File: src/rtl/biphasemark_encode.sv
// Biphase-mark transmitter: serialises stereo PCM pairs into S/PDIF-style
// subframes (8 preamble half-bits + 28 BMC-coded data bits = 64 half-bits).
module biphasemark_encode #(
    parameter int HALFBIT_DIV      = 4,
    parameter int FRAMES_PER_BLOCK = 192,
    parameter int SAMPLE_W         = 24
) (
    input  logic                clk,
    input  logic                rst,
    input  logic [SAMPLE_W-1:0] left_in,
    input  logic [SAMPLE_W-1:0] right_in,
    input  logic                vin,
    output logic                in_ready,
    output logic                dout,
    output logic                vout,
    output logic [7:0]          frame_counter,
    output logic                channel
);
    localparam int DW = (HALFBIT_DIV > 1) ? $clog2(HALFBIT_DIV) : 1;

    localparam logic [7:0] PRE_B = 8'b11101000;
    localparam logic [7:0] PRE_M = 8'b11100010;
    localparam logic [7:0] PRE_W = 8'b11100100;

    logic [DW-1:0]       div;
    logic                tick;
    logic [5:0]          idx;
    logic                started;
    logic                buf_full;
    logic [SAMPLE_W-1:0] buf_l, buf_r;
    logic [7:0]          pre;
    logic [27:0]         sh;
    logic [27:0]         sh_r;

    logic                new_ch;
    logic [7:0]          fc_next;
    logic [7:0]          pat;
    logic                consume;
    logic [27:0]         lword, rword;

    // 28-bit subframe payload, LSB first: audio[23:0], V, U=0, C=0, P (even parity)
    function automatic logic [27:0] mk_word(input logic [SAMPLE_W-1:0] s, input logic v);
        logic [23:0] a;
        a = 24'(s);
        return {^{a, v}, 2'b00, v, a};
    endfunction

    assign tick     = (div == DW'(HALFBIT_DIV - 1));
    assign in_ready = ~buf_full;

    // Decisions taken at the start of the next subframe (idx 0 tick)
    always_comb begin
        new_ch  = started ? ~channel : 1'b0;
        fc_next = frame_counter;
        if (started && channel)
            fc_next = (frame_counter == 8'(FRAMES_PER_BLOCK - 1)) ? 8'd0 : frame_counter + 8'd1;
        if (new_ch)
            pat = PRE_W;
        else if (fc_next == 8'd0)
            pat = PRE_B;
        else
            pat = PRE_M;
        // preamble polarity follows the current line level
        pat     = pat ^ {8{dout}};
        consume = tick && (idx == 6'd0) && !new_ch;
        lword   = buf_full ? mk_word(buf_l, 1'b0) : mk_word('0, 1'b1);
        rword   = buf_full ? mk_word(buf_r, 1'b0) : mk_word('0, 1'b1);
    end

    // Half-bit tick divider
    always_ff @(posedge clk or posedge rst) begin
        if (rst)
            div <= '0;
        else if (tick)
            div <= '0;
        else
            div <= div + DW'(1);
    end

    // One-entry pair buffer; a load is never bypassed into the current frame
    always_ff @(posedge clk or posedge rst) begin
        if (rst) begin
            buf_full <= 1'b0;
            buf_l    <= '0;
            buf_r    <= '0;
        end else if (vin && !buf_full) begin
            buf_full <= 1'b1;
            buf_l    <= left_in;
            buf_r    <= right_in;
        end else if (consume) begin
            buf_full <= 1'b0;
        end
    end

    // Subframe sequencer, preamble shifter and BMC line encoder
    always_ff @(posedge clk or posedge rst) begin
        if (rst) begin
            idx           <= '0;
            started       <= 1'b0;
            channel       <= 1'b0;
            frame_counter <= '0;
            pre           <= '0;
            sh            <= '0;
            sh_r          <= '0;
            dout          <= 1'b0;
            vout          <= 1'b0;
        end else begin
            vout <= tick;
            if (tick) begin
                idx <= idx + 6'd1;
                if (idx == 6'd0) begin
                    started       <= 1'b1;
                    channel       <= new_ch;
                    frame_counter <= fc_next;
                    dout          <= pat[7];
                    pre           <= {pat[6:0], 1'b0};
                    if (!new_ch) begin
                        sh   <= lword;
                        sh_r <= rword;
                    end else begin
                        sh <= sh_r;
                    end
                end else if (idx < 6'd8) begin
                    dout <= pre[7];
                    pre  <= {pre[6:0], 1'b0};
                end else if (!idx[0]) begin
                    // first half of a data bit always transitions
                    dout <= ~dout;
                end else begin
                    // second half transitions again only for a 1
                    dout <= dout ^ sh[0];
                    sh   <= {1'b0, sh[27:1]};
                end
            end
        end
    end
endmodule

File: config.mk
export PLATFORM = sky130hd
export DESIGN_NAME = biphasemark_encode
export DESIGN_NICKNAME = d
export VERILOG_FILES = /design/src/rtl/biphasemark_encode.sv
export SDC_FILE = /design/constraint.sdc
export NUM_CORES = 1
export LEC_CHECK = 0
export BUFFER_PORTS_ARGS = -buffer_cell sky130_fd_sc_hd__buf_2
export CORE_MARGIN = 2
export CORE_UTILIZATION = 40
export DETAILED_ROUTE_END_ITERATION = 12
export GPL_TIMING_DRIVEN = 0
export SLEW_MARGIN = 25
export SYNTH_ARGS = -nofsm -noshare
export SYNTH_HDL_FRONTEND = slang
export SYNTH_SLANG_ARGS = --single-unit
File: constraint.sdc
create_clock -name clk -period 5.35 [get_ports clk]
set_input_delay 1.07 -clock clk [delete_from_list [all_inputs] [get_ports clk]]
set_output_delay 1.07 -clock clk [all_outputs]
set_load 0.01 [all_outputs]
==> metrics.md <==
| Metric | Value |
|---|---|
| Outcome | complete, no violations |
| Flop and latch count out of synthesis | 130 |
| Met1 usage | 26.1% |
| Placeable Area | 15300 sq um |
| Syn-to-layout area delta | 18.9% |
| Yosys warns | 0 |
| EDFF count, synth | 0 |
| Number of clock sinks | between 100 and 150 |
| Number of CTS-inserted buffers | 17 |
| First-pass GRT wire length | 24.4 mm |
| # port buffers | just over 60 |
| Critical Path AT | 1.87 ns |
| Proportion of layout cells with a drive suffix above 1 | 22.8% |
| Die H | 129 microns |
| Min-Delay Startpoint | div[0]$_DFF_PP0_ |
| Sequential fraction of the synthesis area | 51.7% |
| DRT Wirelength | about 15 mm |
| TritonCTS clock tree | done |
| Root Driver | clkbuf_16 |
| Dpl hpwl | 10.7 mm |
| P_int | between 2 and 3 mW |
| Clock buffer depth | 2 |
| Max-slew violation count | 0 |
| GRT Util Overall | 18.8% |
| Post-route worst setup slack | 2.41 ns |
| Startpoint types | register |
| Worst-Margin Slew | between 0.6 and 0.7 ns |
| Most used DFF post-synth | dfrtp_1 |
| Crit path kind | register to output pin |
| Post-CTS setup buffers | 0 |
| Die area | ~17000 sq um |
| DP Worst Slack | 2.53 ns |
| Mapped Area | 6290 sq um |
| Avg Synthesized Cell Area | 9.93 sq um |
| Final ANT Viol Nets | 0 |
| Vias | 4862 |
| Most common library cell in the layout ignoring fill and taps | dfrtp_1 |
| Met2 usage | 29.3% |
| Switch share | 31.7% |
| Final setup viols | 0 |
| Drt pass-1 iters | 5 |
| Row count | 45 |
| Post-Syn Instances | 634 |
| Logic pwr share | between 30% and 40% |
| Hold Path End | div[0]$_DFF_PP0_ |
| Worst skew pair latency | 0.43 ns |
| Unrepaired setup endpoints after global routing | no |
| Leak Pwr | 3.24 nW |
| Initial core utilization | 41.1% |
| Fillers | 1474 |
| Clk_skew | 0.0114 ns |
| Post-route minimum period | ~2.9 ns |
| Hold Crit Depth | 1 |
| Clock share of power | 29.2% |
| GR Util met3 | 4.58% |
| GPL Wtd Cong | 0.864 |
| Die width | 129 microns |
| Max-cap violations | 0 |
| Final TNS setup | 0 ns |
| Switch Pwr | 1.24 mW |
| Syn Nets | 689 |
| I/O Pins | 63 |
| Clock Pin Slew Worst Setup and Hold Paths | 0.06 ns |
| Most frequent cells in the layout | dfrtp_1 (130), nand2_1 (123), o21ai_0 (69) |
| Layout Nets | ~770 |
| Ys async rst share | 100% |
| Final Cycle Share | 55.0% |
| Largest net degree at the start of global routing | 87 |
| VDD IR-drop max | 0.419 mV |
| WL per Instance | 15.7 microns |
| Crit path max fanout | 10 |
| Worst r2r src | frame_counter[0]$_DFFE_PP0P_ |
| CTS H-Tree Depth | 4 |
| CTS resizes | 0 |
| Worst hold slack | 0.425 ns |
| Slew headroom | 60.0% |
| Final Hold Viols | 0 |
| HP Class | register to register |
| Number of global-route vias before repair | 4799 |
| Routed vias/inst | 5.17 |
| Grt ovf | 0 |
| DRC | 0 |
| Crit path launch | buf_full$_DFFE_PP0P_ |
| Layer with the highest usage | met2 |
| Reg2reg setup slack | 2.97 ns |
| Post-synthesis cell type count | 54 |
| Critical Path RT | approximately 4.3 ns |
| PD cells | 522 nW/um^2 |
| Worst R2R End | pre[4]$_DFFE_PP0P_ |
| FF-to-FF path depth | 7 |
| Fmax | 0.340 GHz |
| CP endpoint kind | output pin |
| Hold buffer count at cts | 0 |
| Ant diodes | 0 |
| Initial DRC Count | 385 |
| Initial antenna violation count | 0 |
| Seq pwr share | a little under two fifths |
## critical path: stages (launching register included)
cell and delay (ns):
dfrtp_1 0.32, clkbuf_1 0.33, clkbuf_1 0.43, inv_1 0.19
buf_2 0.18
## synth_stat cells, types with 2 or more instances
master    number  area share (%)
a21o_1         2            0.24
a21oi_1       54             4.3
a22oi_1        2            0.24
a31oi_1        4            0.40
a32o_1         2            0.32
and3_1         3            0.30
buf_1          2            0.12
buf_2          6            0.48
buf_4          2            0.24
buf_6          2            0.36
clkbuf_1      30             1.8
dfrtp_1      130              52
ha_1           4            0.80
inv_1          7            0.42
mux2_2        49             8.8
nand2_1      123             7.3
nand3_1       27             2.1
nand4_1        3            0.30
nand4_2        2            0.40
nor2_1        13            0.78
nor2b_1        3            0.30
nor3_1         7            0.56
o211ai_1       3            0.36
o21ai_0       69             5.5
o22a_2         2            0.32
o22ai_1        2            0.20
o31ai_1        2            0.24
o41ai_1        2            0.28
or4_1          2            0.24
xnor2_1       45             6.3
xor2_1         7            0.97
## cells by family after synthesis
kind of cell    Yosys count  share of synthesized area (%)
compound gates          152                           13.4
xor+xnor                 53                           7.59
fa+ha+maj                 4                          0.795
buf+inv                  50                           3.48
flops                   130                           51.7
mux                      50                           8.93
simple gates            195                           14.1
## state kept, by name (all words and copies together) (netlist names)
name           count
dout               1
idx                6
frame_counter      8
channel            1
vout               1
buf_full           1
started            1
pre                7
sh_r              26
div                2
sh                28
buf_l             24
buf_r             24
## per-layer routing
layer | routed length, microns | up-vias
met3 | 731 | 21
met1 | 7000 | 2355
met2 | 6800 | 131
li1 | - | 2355
met4 | 209 | 0
met5 | 0 | -
## how the worst max path moves through the flow
stage,to,slack [ns]
after floorplan,buf_full$_DFFE_PP0P_,0.81
after CTS,in_ready,2.42
final,in_ready,2.41
after detailed placement,buf_l[1]$_DFFE_PP0P_,2.53
after global routing,in_ready,2.28
after global placement,buf_l[12]$_DFFE_PP0P_,-0.63
## power by group through the flow
stage | clock, mW | combinational, mW | sequential (mW)
after floorplan | 0 | 1.12 | 1.39
after global placement | 0 | 1.30 | 1.46
after detailed placement | 0 | 1.33 | 1.47
after CTS | 1.17 | 1.34 | 1.46
after global routing | 1.20 | 1.42 | 1.49
final | 1.14 | 1.31 | 1.45
## metrics by stage
stage / util, % / total power, mW / instances / cell area (sq um)
2_1_floorplan: - / 2.51 / 634 / 6290
3_3_place_gp: 44.8 / 2.77 / 907 / 6870
3_5_place_dp: 45.1 / 2.80 / 908 / 6900
4_1_cts: 48.8 / 3.96 / 940 / 7480
5_1_grt: 48.8 / 4.11 / 940 / 7480
6_report: 48.8 / 3.90 / 940 / 7480
## final cells by class
type | count | area (sq um) | area share, %
Sequential cell | 130 | 3250 | 43.5
Multi-Input combinational cell | 454 | 2820 | 37.7
Clock buffer | 18 | 439 | 5.87
Timing Repair Buffer | 63 | 338 | 4.52
Tap cell | 211 | 264 | 3.53
Buffer | 43 | 193 | 2.58
Clock inverter | 14 | 139 | 1.86
Inverter | 7 | 33.8 | 0.452
No activity file was read; power rests on OpenSTA's default activity.
